==> src/rtl/clk_seq_pkg.sv <==
// Shared types and default constants for the clocking-wizard reset sequencer.
package clk_seq_pkg;

  typedef enum logic [2:0] {
    ST_RST       = 3'd0,
    ST_WAIT_LOCK = 3'd1,
    ST_SETTLE    = 3'd2,
    ST_RELEASE   = 3'd3,
    ST_RUN       = 3'd4,
    ST_FAULT     = 3'd5
  } clk_seq_state_t;

  localparam int DEF_RST_CYCLES     = 16;
  localparam int DEF_LOCK_TIMEOUT   = 1024;
  localparam int DEF_SETTLE_CYCLES  = 64;
  localparam int DEF_RELEASE_CYCLES = 4;
  localparam int DEF_MAX_RETRIES    = 3;
  localparam int LOCK_LOSS_MAX      = 255;

  // Largest of the timing parameters; sizes the shared phase counter.
  function automatic int max_param(input int a, input int b, input int c,
                                   input int d, input int e);
    int m;
    m = a;
    if (b > m) m = b;
    if (c > m) m = c;
    if (d > m) m = d;
    if (e > m) m = e;
    return m;
  endfunction

endpackage

==> src/rtl/clk_seq_sync.sv <==
// Two-flop synchronizer for the MMCM locked flag; clears to 0 on reset.
module clk_seq_sync (
  input  logic clk,
  input  logic reset,
  input  logic d,
  output logic q
);

  logic meta_r;
  logic sync_r;

  // Two-stage resynchronization of d into the clk domain.
  always_ff @(posedge clk or posedge reset) begin
    if (reset) begin
      meta_r <= 1'b0;
      sync_r <= 1'b0;
    end else begin
      meta_r <= d;
      sync_r <= meta_r;
    end
  end

  assign q = sync_r;

endmodule

==> src/rtl/clk_wiz_reset_seq.sv <==
// Power-up / recovery sequencer for an MMCM and the BUFGCEs it feeds.
// Optional feature macro: CLK_SEQ_LOCK_SYNC_EN (adds a 2-flop synchronizer
// on `locked`; without it `locked` is used directly).
module clk_wiz_reset_seq
  import clk_seq_pkg::*;
#(
  parameter int RST_CYCLES     = DEF_RST_CYCLES,
  parameter int LOCK_TIMEOUT   = DEF_LOCK_TIMEOUT,
  parameter int SETTLE_CYCLES  = DEF_SETTLE_CYCLES,
  parameter int RELEASE_CYCLES = DEF_RELEASE_CYCLES,
  parameter int MAX_RETRIES    = DEF_MAX_RETRIES
) (
  input  logic       clk,
  input  logic       reset,
  input  logic       locked,
  input  logic       restart,
  output logic       mmcm_reset,
  output logic       clk_en,
  output logic       rst_out,
  output logic       ready,
  output logic       fault,
  output logic [1:0] retries,
  output logic [7:0] lock_loss_cnt
);

  localparam int CNT_W = $clog2(max_param(RST_CYCLES, LOCK_TIMEOUT, SETTLE_CYCLES,
                                          RELEASE_CYCLES, MAX_RETRIES)) + 1;

  localparam logic [CNT_W-1:0] CNT_ZERO     = CNT_W'(0);
  localparam logic [CNT_W-1:0] CNT_ONE      = CNT_W'(1);
  localparam logic [CNT_W-1:0] RST_LAST     = CNT_W'(RST_CYCLES - 1);
  localparam logic [CNT_W-1:0] TIMEOUT_LAST = CNT_W'(LOCK_TIMEOUT - 1);
  localparam logic [CNT_W-1:0] SETTLE_LAST  = CNT_W'(SETTLE_CYCLES - 1);
  localparam logic [CNT_W-1:0] RELEASE_LAST = CNT_W'(RELEASE_CYCLES - 1);
  localparam logic [1:0]       RETRY_MAX    = 2'(MAX_RETRIES);
  localparam logic [7:0]       LOSS_MAX     = 8'(LOCK_LOSS_MAX);

  clk_seq_state_t   state_r, state_nxt_s;
  logic [CNT_W-1:0] cnt_r, cnt_nxt_s;
  logic [1:0]       retries_r, retries_nxt_s;
  logic [7:0]       loss_r, loss_nxt_s;
  logic             mmcm_reset_r, clk_en_r, rst_out_r, ready_r, fault_r;
  logic             mmcm_reset_nxt_s, clk_en_nxt_s, rst_out_nxt_s, ready_nxt_s, fault_nxt_s;
  logic             locked_s;

`ifdef CLK_SEQ_LOCK_SYNC_EN
  clk_seq_sync u_lock_sync (
    .clk   (clk),
    .reset (reset),
    .d     (locked),
    .q     (locked_s)
  );
`else
  assign locked_s = locked;
`endif

  // Next-state, phase counter, retry and lock-loss bookkeeping.
  always_comb begin
    state_nxt_s   = state_r;
    cnt_nxt_s     = cnt_r;
    retries_nxt_s = retries_r;
    loss_nxt_s    = loss_r;
    if (restart) begin
      state_nxt_s   = ST_RST;
      cnt_nxt_s     = CNT_ZERO;
      retries_nxt_s = 2'd0;
    end else begin
      case (state_r)
        ST_RST: begin
          if (cnt_r == RST_LAST) begin
            state_nxt_s = ST_WAIT_LOCK;
            cnt_nxt_s   = CNT_ZERO;
          end else begin
            cnt_nxt_s = cnt_r + CNT_ONE;
          end
        end
        ST_WAIT_LOCK: begin
          if (locked_s) begin
            state_nxt_s = ST_SETTLE;
            cnt_nxt_s   = CNT_ZERO;
          end else if (cnt_r == TIMEOUT_LAST) begin
            cnt_nxt_s = CNT_ZERO;
            if (retries_r < RETRY_MAX) begin
              retries_nxt_s = retries_r + 2'd1;
              state_nxt_s   = ST_RST;
            end else begin
              state_nxt_s = ST_FAULT;
            end
          end else begin
            cnt_nxt_s = cnt_r + CNT_ONE;
          end
        end
        ST_SETTLE: begin
          if (!locked_s) begin
            state_nxt_s = ST_WAIT_LOCK;
            cnt_nxt_s   = CNT_ZERO;
          end else if (cnt_r == SETTLE_LAST) begin
            state_nxt_s = ST_RELEASE;
            cnt_nxt_s   = CNT_ZERO;
          end else begin
            cnt_nxt_s = cnt_r + CNT_ONE;
          end
        end
        ST_RELEASE, ST_RUN: begin
          // Lock loss in RELEASE is handled exactly like a loss in RUN.
          if (!locked_s) begin
            state_nxt_s   = ST_RST;
            cnt_nxt_s     = CNT_ZERO;
            retries_nxt_s = 2'd0;
            loss_nxt_s    = (loss_r == LOSS_MAX) ? loss_r : loss_r + 8'd1;
          end else if (state_r == ST_RELEASE && cnt_r == RELEASE_LAST) begin
            state_nxt_s = ST_RUN;
            cnt_nxt_s   = CNT_ZERO;
          end else if (state_r == ST_RELEASE) begin
            cnt_nxt_s = cnt_r + CNT_ONE;
          end else begin
            cnt_nxt_s = cnt_r;
          end
        end
        ST_FAULT: begin
          state_nxt_s = ST_FAULT;
        end
        default: begin
          state_nxt_s = ST_RST;
          cnt_nxt_s   = CNT_ZERO;
        end
      endcase
    end
  end

  // Output values decoded from the state being entered, so they register with it.
  always_comb begin
    mmcm_reset_nxt_s = 1'b1;
    clk_en_nxt_s     = 1'b0;
    rst_out_nxt_s    = 1'b1;
    ready_nxt_s      = 1'b0;
    fault_nxt_s      = 1'b0;
    case (state_nxt_s)
      ST_RST:       mmcm_reset_nxt_s = 1'b1;
      ST_WAIT_LOCK,
      ST_SETTLE:    mmcm_reset_nxt_s = 1'b0;
      ST_RELEASE: begin
        mmcm_reset_nxt_s = 1'b0;
        clk_en_nxt_s     = 1'b1;
      end
      ST_RUN: begin
        mmcm_reset_nxt_s = 1'b0;
        clk_en_nxt_s     = 1'b1;
        rst_out_nxt_s    = 1'b0;
        ready_nxt_s      = 1'b1;
      end
      ST_FAULT:     fault_nxt_s = 1'b1;
      default:      mmcm_reset_nxt_s = 1'b1;
    endcase
  end

  // State, counters and registered outputs; reset forces safe values at once.
  always_ff @(posedge clk or posedge reset) begin
    if (reset) begin
      state_r      <= ST_RST;
      cnt_r        <= CNT_ZERO;
      retries_r    <= 2'd0;
      loss_r       <= 8'd0;
      mmcm_reset_r <= 1'b1;
      clk_en_r     <= 1'b0;
      rst_out_r    <= 1'b1;
      ready_r      <= 1'b0;
      fault_r      <= 1'b0;
    end else begin
      state_r      <= state_nxt_s;
      cnt_r        <= cnt_nxt_s;
      retries_r    <= retries_nxt_s;
      loss_r       <= loss_nxt_s;
      mmcm_reset_r <= mmcm_reset_nxt_s;
      clk_en_r     <= clk_en_nxt_s;
      rst_out_r    <= rst_out_nxt_s;
      ready_r      <= ready_nxt_s;
      fault_r      <= fault_nxt_s;
    end
  end

  assign mmcm_reset    = mmcm_reset_r;
  assign clk_en        = clk_en_r;
  assign rst_out       = rst_out_r;
  assign ready         = ready_r;
  assign fault         = fault_r;
  assign retries       = retries_r;
  assign lock_loss_cnt = loss_r;

endmodule
==> config.mk <==
export PLATFORM = sky130hd
export DESIGN_NAME = clk_wiz_reset_seq
export DESIGN_NICKNAME = d
export VERILOG_FILES = /design/src/rtl/clk_seq_pkg.sv /design/src/rtl/clk_seq_sync.sv /design/src/rtl/clk_wiz_reset_seq.sv
export SDC_FILE = /design/constraint.sdc
export NUM_CORES = 1
export LEC_CHECK = 0
export CAP_MARGIN = 0
export CORE_ASPECT_RATIO = 1.4
export CORE_MARGIN = 2
export CORE_UTILIZATION = 40
export CTS_CLUSTER_SIZE = 16
export DETAILED_ROUTE_END_ITERATION = 8
export PLACE_DENSITY = 0.74
export SLEW_MARGIN = 20
export SYNTH_ARGS = -nofsm -noshare
export SYNTH_HDL_FRONTEND = slang
export SYNTH_SLANG_ARGS = --single-unit
==> constraint.sdc <==
create_clock -name clk -period 1.8 [get_ports clk]
set_input_delay 0.54 -clock clk [delete_from_list [all_inputs] [get_ports clk]]
set_output_delay 0.54 -clock clk [all_outputs]
set_load 0.01 [all_outputs]
==> metrics.csv, run 1 <==
stage,metric,value,unit
setup_path,Worst Setup Start Kind,flip-flop,
yosys,Gate Count Post-Synth,181,
job,Max Cap Viol,0,
floorplan,num rows,28,
worst_hold_path,Hold Crit Class,reg -> reg,
setup_path,Worst EP required,1.99,ns
run_status,failing checks,negative setup slack,
yosys,complex-gate fraction of the synthesized area,0.1542,
global_route,first-pass GRT wire length,8.818,mm
yosys,Unique masters post-synth,54,
global_route,GRT Overall Usage,0.2430,
yosys,Synth Area in XOR/XNOR,0.05446,
finish,layout cells sized above 1,0.5018,
placement,DP HPWL,3.289,mm
yosys,top cell type by total area after synthesis,dfrtp_1,
floorplan,die width,60.21,µm
global_route,vias in the first global route,1823,
yosys,Yosys reg bits,29,
clocking,worst skew pair latency,0.29,ns
yosys,Simple-Gate Fraction of Synth Area,0.3133,
pwr,leak pwr,1.420,nW
timing,worst setup margin,-0.2223,ns
yosys,largest family of logic cells by synthesized area,simple AND/OR/NAND/NOR gates,
yosys,Synth top area share,0.3819,
clocking,cts hold-fix bufs,0,
finish,# diodes,0,
pwr,pwr dens,536.3,nW/µm²
timing,# setup viols final,19,
yosys,register area share after synthesis,0.4116,
timing,Max-slew headroom,0.7438,
finish,NumNets Final,285,
clocking,H-tree Lvls,2,
finish,fin util,0.7031,
setup_path,Crit Path Class,reg -> reg,
floorplan,full die area,4978,µm²
timing,Worst-Margin Slew,0.3822,ns
yosys,Post-Syn Area,1769,µm²
detailed_routing,Antenna Nets Post-Route,0,
yosys,top post-synthesis cells by area,"dfrtp_1 38%, nor2_1 3.6%, nor4_4 3.6%",
yosys,syn_area_per_cell,9.775,µm²
clocking,TritonCTS Sinks,29,
timing,fin crit share,1.123,
placement,GP Congestion,0.8980,
global_route,total gr overflow,0,
yosys,Post-synth ARST share,1.000,
finish,area growth from synthesis to layout,68.46,%
setup_path,Arrival @ worst endpoint,2.21,ns
setup_path,CP Capture Type,flip-flop,
global_route,largest net degree at the start of global routing,23,
yosys,syn nets,188,
detailed_routing,total number of vias,1814,
yosys,synth warn,0,
floorplan,die height,82.69,µm
detailed_routing,DR DRC count,0,
floorplan,# IOs,19,
placement,placed insts,302,
clocking,clk root buf,clkbuf_8,
timing,min Tclk post-route,2.022,ns
clocking,"CTS clk-pin slew, worst paths",0.07,ns
floorplan,Core Area,4239,µm²
timing,maximum clock rate,0.4945,GHz
setup_path,crit-path max FO,5,
yosys,ys flop type,dfrtp_1,
floorplan,Initial Util,0.4174,
yosys,Synth Area in Adders,0.02122,
clocking,CTS Buf Count,5,
placement,Port Buffers,18,
yosys,"EDFF count, synth",0,
detailed_routing,routed len/inst,17.29,µm
finish,fillcell total,276,
clocking,CTS tree,done,
finish,fin cells,339,
yosys,mux contribution to synthesized area,0.01909,
timing,Fin. Hold Viols,0,
global_route,initial antenna violation count,0,
clocking,CTS Buffer Depth,2,
detailed_routing,initial DRC count,45,
timing,TNS Setup,-2.465,ns
pwr,worst vdd ir,0.6039,mV
run_status,status,"complete, but fails checks",
timing,fin. max-slew vios,0,
detailed_routing,DR vias/cell,5.351,
timing,Clock Skew,0.006502,ns
pwr,final total power,1.599,mW
detailed_routing,"wirelength, routed",5.862,mm
detailed_routing,DRT Pass-1 Iters,4,
timing,RSZ-0062 raised after global routing,true,
==> metrics by stage <==
| stage | hold WS (ns) | setup slack [ns] | instance area, µm² |
|---|---|---|---|
| after floorplan | 0.5007 | -0.02934 | 1787 |
| after global placement | 0.4842 | -0.4517 | 2399 |
| after detailed placement | 0.4864 | -0.4766 | 2399 |
| after CTS | 0.5023 | -0.1429 | 2823 |
| after global routing | 0.5321 | -0.2803 | 2980 |
| final | 0.5022 | -0.2223 | 2980 |
==> cell usage after synthesis (3+ instances only) <==
library cell	instances
buf_2	4
nand4_1	4
nand3_1	6
inv_1	4
nor3_1	10
a21oi_1	9
nor2_1	17
ha_1	3
nand3b_1	4
nand2b_1	3
nor4_4	3
a21o_1	4
mux2_2	3
dfrtp_1	27
or2_2	4
xor2_1	4
xnor2_1	7
or3_1	3
o21ai_1	4
nand2_1	15
o21ai_0	3
==> layer usage <==
| metal | wire length (µm) | share of wire | vias up | global-route usage |
|---|---|---|---|---|
| li1 | - | - | 854 | - |
| met1 | 2283 | 0.39 | 888 | 0.2882 |
| met2 | 3172 | 0.54 | 53 | 0.4130 |
| met3 | 162 | 0.028 | 19 | 0.03894 |
| met4 | 243 | 0.041 | 0 | 0.1289 |
| met5 | 0 | 0 | - | 0 |
==> placed cells by master, fill, tap and decap left out, drive strengths merged, types with 2 or more instances in the layout <==
cell type	n
bufinv	2
mux2	3
o211ai	2
nor3	11
o21ai	7
o41ai	3
buf	79
nand2	15
clkdlybuf4s50	8
xor2	4
clkbuf	5
dlygate4sd2	6
and4	2
xnor2	7
ha	3
o31ai	2
dfstp	2
or2	5
nor2	17
nor4b	3
and3	2
or3	4
nor4	3
nand4	5
nand3	7
a21o	4
nor2b	2
dfrtp	27
inv	4
a21oi	10
dlymetal6s2s	4
nand2b	3
a21boi	2
nand3b	4
==> critical path: stages, from the launching register on <==
cell and delay [ns]:
dfrtp_1 0.43, and4_4 0.27, nand4_4 0.17, o31a_1 0.33, o41ai_4 0.36, buf_4 0.18
nor4b_2 0.04, a21o_1 0.15
==> final timing paths <==
kind / cells past startpoint / startpoint / end / slack [ns]
worst max register to register: 7 / cnt_r[6] / cnt_r[7] / -0.22
min in group asynchronous: 2 / reset / fault / 0.53
worst min register to register: 1 / lock_loss_cnt[6] / lock_loss_cnt[6] / 0.50
worst max-delay path: 7 / cnt_r[6] / cnt_r[7] / -0.22
worst min-delay path: 1 / lock_loss_cnt[6] / lock_loss_cnt[6] / 0.50
max in group asynchronous: 3 / reset / cnt_r[3] / 0.84
==> final cells by class <==
| type | count | area (µm²) | share of cell area |
|---|---|---|---|
| Clock buffer | 5 | 68.82 | 0.02309 |
| Clock inverter | 3 | 65.06 | 0.02183 |
| Inverter | 4 | 15.01 | 0.005038 |
| Multi-Input combinational cell | 141 | 1214 | 0.4072 |
| Sequential cell | 29 | 730.7 | 0.2452 |
| Tap cell | 60 | 75.07 | 0.02519 |
| Timing Repair Buffer | 97 | 812.0 | 0.2725 |
==> power breakdown <==
group | internal (mW) | total (mW) | leakage (nW) | switching [mW]
clock network | 0.549 | 0.815 | 0.0681 | 0.265
logic | 0.0579 | 0.118 | 0.960 | 0.0605
registers | 0.658 | 0.666 | 0.391 | 0.00717
total | 1.27 | 1.60 | 1.42 | 0.333
==> cell families after synthesis <==
group / count (synthesis)
xor gates and xnor gates: 11
buffers and inverters: 11
DFF: 29
and+or+nand+nor: 87
AOI/OAI and AO/OA: 37
muxes: 3
adders and majority gates: 3
==> repair_timing <==
| action | CTS | global route |
|---|---|---|
| pin swaps | 25 | 22 |
| cloned | 0 | 0 |
| setup endpoints to repair | 31 | 31 |
| setup buffers | 19 | 11 |
| gates resized for setup | 36 | 24 |
==> sequential cells by signal, indices dropped and copies added, names as in the netlist <==
| signal | cells |
|---|---|
| cnt_r | 11 |
| lock_loss_cnt | 8 |
| state_r | 3 |
| retries | 2 |
| clk_en | 1 |
| fault | 1 |
| mmcm_reset | 1 |
| ready | 1 |
| rst_out | 1 |
Power figures use the tool's default switching activity.
==> inputs of run 2 (changes only) <==
--- a/config.mk
+++ b/config.mk
@@ -12,6 +12,7 @@
 export CTS_CLUSTER_SIZE = 16
 export DETAILED_ROUTE_END_ITERATION = 8
 export PLACE_DENSITY = 0.74
+export REMOVE_ABC_BUFFERS = 1
 export SLEW_MARGIN = 20
 export SYNTH_ARGS = -nofsm -noshare
 export SYNTH_HDL_FRONTEND = slang
==> run 2 against run 1 <==
Sequential cell count unchanged. The run still ends with negative setup slack left. Clock power shrank 37%. Critical path type unchanged. Critical path depth unchanged. Final cell count decreased by 3.5%. Routed wire length is 10% lower. Register-to-register slack is essentially flat. Core utilization decreased by 3.1 points. Total power shrank 19%. Clock skew grew 0.0030 ns. Highest routed layer unchanged. First-iteration DRC count up 56%.
==> metrics.csv, run 2 (synthesis gave the netlist of run 1 again) <==
stage,metric,value,unit,change
timing,maximum clock rate,0.4909,GHz,was 0.4945 GHz
clocking,"CTS clk-pin slew, worst paths",0.07,ns,about the same
clocking,CTS Buffer Depth,2,,unchanged
clocking,TritonCTS Sinks,29,,unchanged
placement,placed insts,300,,was 302
detailed_routing,DR vias/cell,5.437,,was 5.351
run_status,status,"complete, but fails checks",,unchanged
timing,fin. max-slew vios,0,,unchanged
global_route,total gr overflow,0,,unchanged
finish,layout cells sized above 1,0.4869,,was 0.5018
floorplan,die width,60.21,µm,unchanged
floorplan,num rows,28,,unchanged
setup_path,Worst Setup SP,cnt_r[3],,was cnt_r[6]
clocking,H-tree Lvls,2,,unchanged
clocking,worst skew pair latency,0.28,ns,was 0.29 ns
floorplan,# IOs,19,,unchanged
finish,area growth from synthesis to layout,61.03,%,was 68.46%
setup_path,"Slowest-stage cell, CP",dfrtp_1,,unchanged
placement,Setup WS pre-CTS,-0.5170,ns,was -0.4766 ns
detailed_routing,Antenna Nets Post-Route,0,,unchanged
floorplan,Initial Util,0.4174,,unchanged
finish,fin cells,327,,was 339
timing,min Tclk post-route,2.037,ns,was 2.022 ns
floorplan,full die area,4978,µm²,unchanged
setup_path,CP endpoint,clk_en,,was cnt_r[7]
pwr,leak pwr,1.363,nW,was 1.420 nW
timing,Max-slew headroom,0.6454,,was 0.7438
finish,"commonest non-fill, non-tap cell in the layout",buf_4,,unchanged
finish,# diodes,0,,unchanged
detailed_routing,initial DRC count,70,,was 45
worst_hold_path,Hold Crit Class,reg -> reg,,unchanged
clocking,clk root buf,clkbuf_8,,unchanged
clocking,CTS tree,done,,unchanged
pwr,pwr dens,451.7,nW/µm²,was 536.3 nW/µm²
clocking,CTS Buf Count,5,,unchanged
finish,NumNets Final,273,,was 285
setup_path,crit path cell chain,buf_4 > nand4bb_4 > nor4b_4 > and3_1 > o21ai_2 > nor4_4 > a21o_1,,was and4_4 > nand4_4 > o31a_1 > o41ai_4 > buf_4 > nor4b_2 > a21o_1
floorplan,Core Area,4239,µm²,unchanged
setup_path,cell depth of the worst setup path,7,,unchanged
setup_path,crit-path max FO,4,,was 5
timing,RSZ-0062 raised after global routing,true,,unchanged
setup_path,CP Capture Type,flip-flop,,unchanged
global_route,first-pass GRT wire length,8.666,mm,was 8.818 mm
job,Max Cap Viol,0,,unchanged
clocking,cts hold-fix bufs,0,,unchanged
detailed_routing,routed len/inst,16.07,µm,was 17.29 µm
timing,worst setup margin,-0.2373,ns,was -0.2223 ns
detailed_routing,total number of vias,1778,,"was 1,814"
setup_path,Worst EP required,2.01,ns,was 1.99 ns
setup_path,R2R depth,7,,unchanged
timing,Fin. Hold Viols,0,,unchanged
setup_path,worst r2r dst,clk_en,,was cnt_r[7]
floorplan,die height,82.69,µm,unchanged
setup_path,sum of buffers and inverters on the critical path,1,,unchanged
global_route,GRT Overall Usage,0.2353,,was 0.2430
global_route,largest net degree at the start of global routing,22,,was 23
pwr,worst vdd ir,0.3908,mV,was 0.6039 mV
setup_path,Worst Setup Start Kind,flip-flop,,unchanged
finish,most frequent cells in the layout,"57 x buf_4, 25 x dfrtp_1, 15 x nand2_1, 13 x nor2_1",,"was 70 x buf_4, 25 x dfrtp_1, 15 x nand2_1, 12 x nor2_1"
setup_path,Crit path max-delay family,simple AND/OR/NAND/NOR gates,,was compound AO/OA/AOI/OAI gates
setup_path,Arrival @ worst endpoint,2.25,ns,was 2.21 ns
setup_path,crit-path max cell delay,0.39,ns,was 0.43 ns
setup_path,Crit Path Class,reg -> reg,,unchanged
finish,Biggest register,cnt_r,,unchanged
global_route,initial antenna violation count,0,,unchanged
placement,GP Congestion,0.8593,,was 0.8980
setup_path,r2r setup slk,-0.24,ns,was -0.22 ns
finish,max reg flops,11,,unchanged
global_route,vias in the first global route,1864,,"was 1,823"
timing,# setup viols final,23,,was 19
detailed_routing,"wirelength, routed",5.255,mm,was 5.862 mm
setup_path,worst r2r src,cnt_r[3],,was cnt_r[6]
placement,DP HPWL,3.201,mm,was 3.289 mm
placement,Port Buffers,18,,unchanged
timing,fin crit share,1.132,,was 1.123
detailed_routing,DRT Pass-1 Iters,4,,unchanged
detailed_routing,DR DRC count,0,,unchanged
timing,Worst-Margin Slew,0.5295,ns,was 0.3822 ns
run_status,failing checks,negative setup slack,,unchanged
finish,fin util,0.6721,,was 0.7031
timing,Clock Skew,0.009484,ns,was 0.006502 ns
==> run 2: cell types whose count changed in the layout (fill, tap and decap cells not counted), moves of 2 or more <==
cell and delta:
dlygate4sd2_1 -2, bufinv_16 -2, or2_4 +2, a21oi_1 -2
a21oi_2 +4, a21oi_4 -2, buf_4 -13, nor3_1 -3
nor3_2 +2
==> run 2: cell type report <==
type / count / area [µm²]
well taps: 60 / 75.07
flip-flops and latches: 29 / 730.7
multi-input cells: 141 / 1199
inverters: 4 / 15.01
fillers: 311 / 1390
clock inverters: 2 / 10.01
clock buffers: 6 / 72.57
repair buffers: 85 / 747.0
==> run 2: routing by layer <==
metal / global-route usage / wire (µm) / vias to the layer above
met3: 0.03583 / 187 / 16
met1: 0.2845 / 2148 / 882
met5: 0 / 0 / -
met2: 0.3913 / 2718 / 50
li1: - / - / 830
met4: 0.1333 / 201 / 0
==> run 2: worst min path at each step <==
stage | cells past startpoint | start | slack [ns] | to
floorplan | 1 | cnt_r[9] | 0.50 | cnt_r[9]
global route | 1 | lock_loss_cnt[7] | 0.53 | lock_loss_cnt[7]
finish | 1 | lock_loss_cnt[5] | 0.51 | lock_loss_cnt[5]
global placement | 1 | lock_loss_cnt[6] | 0.49 | lock_loss_cnt[6]
CTS | 1 | lock_loss_cnt[5] | 0.52 | lock_loss_cnt[5]
detailed placement | 1 | lock_loss_cnt[5] | 0.51 | lock_loss_cnt[5]
==> run 2: worst reg2reg max path, delay by kind of cell (launching register included) <==
family,cells,cell delay (ns)
simple gates,4,1.20
flops,1,0.39
compound gates,2,0.23
buf+inv,1,0.15
==> run 2: power by group <==
part / internal, mW / switching [mW]
combinational: 0.0557 / 0.0543
clock: 0.267 / 0.245
sequential: 0.659 / 0.00653
==> run 2: stage by stage <==
| stage | hold WS (ns) | setup TNS, ns | total power, mW | cell area, µm² |
|---|---|---|---|---|
| floorplan | 0.5007 | -1.783 | 0.7109 | 1738 |
| global placement | 0.4912 | -9.199 | 0.7698 | 2379 |
| detailed placement | 0.5060 | -9.985 | 0.7710 | 2379 |
| CTS | 0.5164 | -1.160 | 1.295 | 2786 |
| global route | 0.5349 | -4.641 | 1.339 | 2849 |
| finish | 0.5132 | -2.549 | 1.287 | 2849 |
==> run 2: repair_timing <==
action,4_1_cts,5_1_grt
endpoints found under the setup margin,33,31
pin swaps,26,13
setup buffers,19,1
endpoints found under the hold margin,0,0
gates resized for setup,48,18
==> inputs of run 3 (changes only) <==
--- a/config.mk
+++ b/config.mk
@@ -5,7 +5,6 @@
 export SDC_FILE = /design/constraint.sdc
 export NUM_CORES = 1
 export LEC_CHECK = 0
-export CAP_MARGIN = 0
 export CORE_ASPECT_RATIO = 1.4
 export CORE_MARGIN = 2
 export CORE_UTILIZATION = 40
==> results of run 3 <==
No change in the layout: final DEF, timing and power equal those of run 2.
